$ cat config.mk
export PLATFORM = sky130hd
export DESIGN_NAME = rr_arbiter8
export DESIGN_NICKNAME = d
export VERILOG_FILES = /design/src/rtl/rr_arbiter8_pkg.sv /design/src/rtl/rr_arbiter8_prio_enc.sv /design/src/rtl/rr_arbiter8.sv
export SDC_FILE = /design/constraint.sdc
export NUM_CORES = 1
export LEC_CHECK = 0
export ABC_AREA = 0
export CORE_ASPECT_RATIO = 0.9
export CORE_UTILIZATION = 49
export DETAILED_ROUTE_END_ITERATION = 8
export MAX_ROUTING_LAYER = met4
export PLACE_DENSITY = 0.75
export SLEW_MARGIN = 20
export SYNTH_ARGS = -nofsm -noshare
export SYNTH_HDL_FRONTEND = slang
export SYNTH_HIERARCHICAL = 1
export SYNTH_SLANG_ARGS = --single-unit
$ cat constraint.sdc
create_clock -name clk -period 2.1 [get_ports clk]
set_input_delay 0.42 -clock clk [delete_from_list [all_inputs] [get_ports clk]]
set_output_delay 0.42 -clock clk [all_outputs]
set_load 0.01 [all_outputs]
$ cat src/rtl/rr_arbiter8_pkg.sv
// rtl/rr_arbiter8_pkg.sv - shared constants, state encoding and helpers for rr_arbiter8
package rr_arbiter8_pkg;

  localparam int N_REQ = 8;
  localparam int IDX_W = 3;

  typedef enum logic {
    IDLE  = 1'b0,
    GRANT = 1'b1
  } state_e;

  function automatic logic [N_REQ-1:0] idx_to_onehot(input logic [IDX_W-1:0] idx);
    return N_REQ'(1) << idx;
  endfunction

endpackage

$ cat src/rtl/rr_arbiter8_prio_enc.sv
// rtl/rr_arbiter8_prio_enc.sv - 8-to-3 priority encoder, highest set bit wins
module rr_arbiter8_prio_enc
  import rr_arbiter8_pkg::*;
(
  input  logic [N_REQ-1:0] vec_i,
  output logic [IDX_W-1:0] idx_o
);

  // Ascending scan with last-assignment-wins leaves the highest set index.
  always_comb begin
    idx_o = '0;
    for (int i = 0; i < N_REQ; i++) begin
      if (vec_i[i]) idx_o = IDX_W'(i);
    end
  end

endmodule

$ cat src/rtl/rr_arbiter8.sv
// rtl/rr_arbiter8.sv - 8-way round-robin arbiter with registered one-hot grant and hold-time preemption
module rr_arbiter8
  import rr_arbiter8_pkg::*;
#(
  parameter int MAX_HOLD = 16,
  parameter int CNT_W    = 8
) (
  input  logic             clk,
  input  logic             rst_n,
  input  logic [N_REQ-1:0] req,
  output logic [N_REQ-1:0] gnt,
  output logic [IDX_W-1:0] gnt_idx,
  output logic             gnt_valid,
  output logic             preempt
);

  localparam logic [CNT_W-1:0] HOLD_LAST = (MAX_HOLD == 0) ? '0 : CNT_W'(MAX_HOLD - 1);

  state_e           state_q, state_d;
  logic [IDX_W-1:0] ptr_q, ptr_d;
  logic [CNT_W-1:0] cnt_q, cnt_d;
  logic [N_REQ-1:0] gnt_q, gnt_d;
  logic [IDX_W-1:0] idx_q, idx_d;
  logic             pre_q, pre_d;

  logic [N_REQ-1:0] search_vec;
  logic [N_REQ-1:0] mask;
  logic [N_REQ-1:0] masked_vec;
  logic [IDX_W-1:0] idx_masked;
  logic [IDX_W-1:0] idx_unmasked;
  logic [IDX_W-1:0] win_idx;
  logic             others;
  logic             owner_req;
  logic             preempt_due;

  // The current owner never competes for its own hand-off.
  assign search_vec  = (state_q == GRANT) ? (req & ~gnt_q) : req;
  assign mask        = (N_REQ'(1) << ptr_q) - N_REQ'(1);
  assign masked_vec  = search_vec & mask;

  rr_arbiter8_prio_enc u_enc_masked (
    .vec_i (masked_vec),
    .idx_o (idx_masked)
  );

  rr_arbiter8_prio_enc u_enc_unmasked (
    .vec_i (search_vec),
    .idx_o (idx_unmasked)
  );

  assign win_idx     = (|masked_vec) ? idx_masked : idx_unmasked;
  assign others      = |search_vec;
  assign owner_req   = |(req & gnt_q);
  assign preempt_due = (MAX_HOLD != 0) && (cnt_q == HOLD_LAST) && owner_req && others;

  always_comb begin
    state_d = state_q;
    ptr_d   = ptr_q;
    cnt_d   = cnt_q;
    gnt_d   = gnt_q;
    idx_d   = idx_q;
    pre_d   = 1'b0;
    case (state_q)
      IDLE: begin
        if (others) begin
          state_d = GRANT;
          ptr_d   = win_idx;
          cnt_d   = '0;
          gnt_d   = idx_to_onehot(win_idx);
          idx_d   = win_idx;
        end
      end
      GRANT: begin
        if (owner_req && !preempt_due) begin
          if ((MAX_HOLD != 0) && (cnt_q != HOLD_LAST)) cnt_d = cnt_q + CNT_W'(1);
        end else if (others) begin
          // Owner either released or ran out of hold time; hand off with no bubble.
          ptr_d = win_idx;
          cnt_d = '0;
          gnt_d = idx_to_onehot(win_idx);
          idx_d = win_idx;
          pre_d = owner_req;
        end else begin
          state_d = IDLE;
          cnt_d   = '0;
          gnt_d   = '0;
          idx_d   = '0;
        end
      end
      default: state_d = IDLE;
    endcase
  end

  always_ff @(posedge clk or negedge rst_n) begin
    if (!rst_n) begin
      state_q <= IDLE;
      ptr_q   <= '0;
      cnt_q   <= '0;
      gnt_q   <= '0;
      idx_q   <= '0;
      pre_q   <= 1'b0;
    end else begin
      state_q <= state_d;
      ptr_q   <= ptr_d;
      cnt_q   <= cnt_d;
      gnt_q   <= gnt_d;
      idx_q   <= idx_d;
      pre_q   <= pre_d;
    end
  end

  assign gnt       = gnt_q;
  assign gnt_idx   = idx_q;
  assign gnt_valid = (state_q == GRANT);
  assign preempt   = pre_q;

endmodule

==> flow_summary.toml <==
[power_and_ir_drop]
p_seq_frac = 0.226
power.density_nw_per_um2 = 1325
comb_power_share = 0.652
p_sw_mw = 1.455
p_leak_nw = 1.066
power.internal_mw = 1.903
p_total_mw = 3.358
ir_drop_mv = 0.8952
switching_share = 0.4333
clock_power_share = 0.122

[grt]
overflow = 0
track_usage = 0.3110
antenna_found_initial = 0
grt_max_degree = 25
grt_pass1_wl_mm = 8.466
grt_pass1_vias = 1808

[timing]
layout_setup_ws_ps = -14.21
fin_setup_tns_ps = -22.04
min_period_ps = 2114
finalSetupViolCount = 2
timing.final.crit_share = 1.007
hold_violations = 0
fmax_ghz = 0.4730
skew_ps = 1.811
rsz0062_at_grt = "true"
slew_viol_final = 0
whs_ps = 515.4

[final_layout]
layoutNonFillerInstCount = 298
final_core_util = 0.8074
nFillCells = 177
fin_area_sq_um = 2534
nets = 268
drive_gt1_frac = 0.3672
multi_input_area_sq_um = 1140
syn_to_final_growth_pct = 52.48
diodes = 0
final-seq-area_sq_um = 604.3

[routing]
drc = 0
wl_mm = 5.584
first_pass_iters = 5
wl_per_cell_um = 18.74
drt_iter0_drc = 199
dr_total_vias = 1922
via_per_inst = 6.450
ant_nets = 0

[job]
drv_cap = 0

[floorplanning]
rows = 19
pin_count = 23
core_sq_um = 3138
initial_core_util = 0.5295
die_h_um = 57.25
die-area_sq_um = 3628
die_w_um = 63.38

[synthesis]
syn_inst = 185
avgSynthCellArea_sq_um = 8.982
yosysWarnings = 6
netlist_area_sq_um = 1662

[hold_path]
hp-class = "input port to async pin"

[clock_network]
cts_buffers = 3
cts_hold_repair.buffers = 0
clkTransAtPathRegs_ps = 90
htreeDepth = 1
clock_sinks = 24
cts_root_buf = "clkbuf_8"
cts_tree = "done"
insertion_delay_ps = 270
ctsLongestPathBuffers = 2

[placed_design]
place.port_buffers = 22
dp_hpwl_mm = 3.573
placed_cell_area_sq_um = 2211
gp_congestion = 0.9144
place_ws_ps = -486.0
place_inst = 282

[worst_setup_path]
cp.arrival_ps = 2330
startpoint_type = "register"
r2r_cells = 11
r2r-end = "gnt[1]$_DFFE_PN0P_"
path_class = "register to register"
r2r-start = "gnt_valid$_DFF_PN0_"
regToRegSetupSlack_ps = -10
critical_path_required_ps = 2310
path_max_fanout = 6
endpoint_kind = "register"

[run_status]
status = "finished with violations"
violations = "negative setup slack"
## final cells by class
type / count / area share
well taps: 42 / 0.02074
clock buffers: 3 / 0.01630
inverters: 8 / 0.01185
repair buffers: 75 / 0.2509
flip-flops and latches: 24 / 0.2385
multi-input cells: 145 / 0.4499
clock inverters: 1 / 0.01185
## registers in the layout, indices dropped and copies added, names as in the netlist
signal and cells:
cnt_q 8, gnt 8, gnt_idx 3, gnt_valid 1
preempt 1, ptr_q 3
## how the worst max path moves through the flow
stage	startpoint	endpoint	depth (start not counted)
6_report	gnt_valid$_DFF_PN0_	gnt[1]$_DFFE_PN0P_	11
3_5_place_dp	req[1]	gnt[6]$_DFFE_PN0P_	6
5_1_grt	gnt[1]$_DFFE_PN0P_	gnt[2]$_DFFE_PN0P_	7
4_1_cts	gnt[6]$_DFFE_PN0P_	gnt[2]$_DFFE_PN0P_	5
2_1_floorplan	gnt_valid$_DFF_PN0_	gnt[0]$_DFFE_PN0P_	9
3_3_place_gp	req[1]	gnt[0]$_DFFE_PN0P_	6
## critical path: stages (launching register included)
cell and delay (ps):
dfrtp_2 460, buf_6 150, a21boi_1 190, buf_4 200, o211a_4 200, nor2_1 70
o21ai_0 90, nand2_1 130, inv_2 110, nand3b_1 110, nor4_2 200, a221o_1 150
## power by group through the flow
stage / Clock [mW] / Combinational, mW / Sequential (mW)
finish: 0.409 / 2.19 / 0.758
global route: 0.437 / 2.31 / 0.776
CTS: 0.420 / 1.92 / 0.739
detailed placement: 0 / 1.83 / 0.748
global placement: 0 / 1.79 / 0.739
floorplan: 0 / 1.08 / 0.726
## placed cells by master (no fill, tap or decap), types with 4 or more instances in the layout
master           instances
clkdlybuf4s50_1         14
a21boi_1                 4
a22o_1                   4
dfrtp_1                 21
nor2_1                   7
o21ai_0                  5
o211ai_1                 9
a21oi_1                  7
buf_4                   48
nand2_1                 16
buf_6                    4
nand3_1                 19
dlygate4sd2_1            8
nor4_2                   5
nand3b_1                 7
a221o_1                  4
inv_1                    5
## repair_timing
item                                    4_1_cts  5_1_grt
resized for setup                            13       34
endpoints found under the setup margin       17       18
pin swaps                                     9       16
setup buffers                                 4        9
## routing by layer
metal / GRT usage / wire length (um) / vias up
met5: - / 0 / -
met4: 0.1299 / 198 / 0
met3: 0.04400 / 404 / 25
met2: 0.4924 / 2663 / 125
met1: 0.3997 / 2317 / 920
li1: - / - / 852
Power figures use the tool's default switching activity.
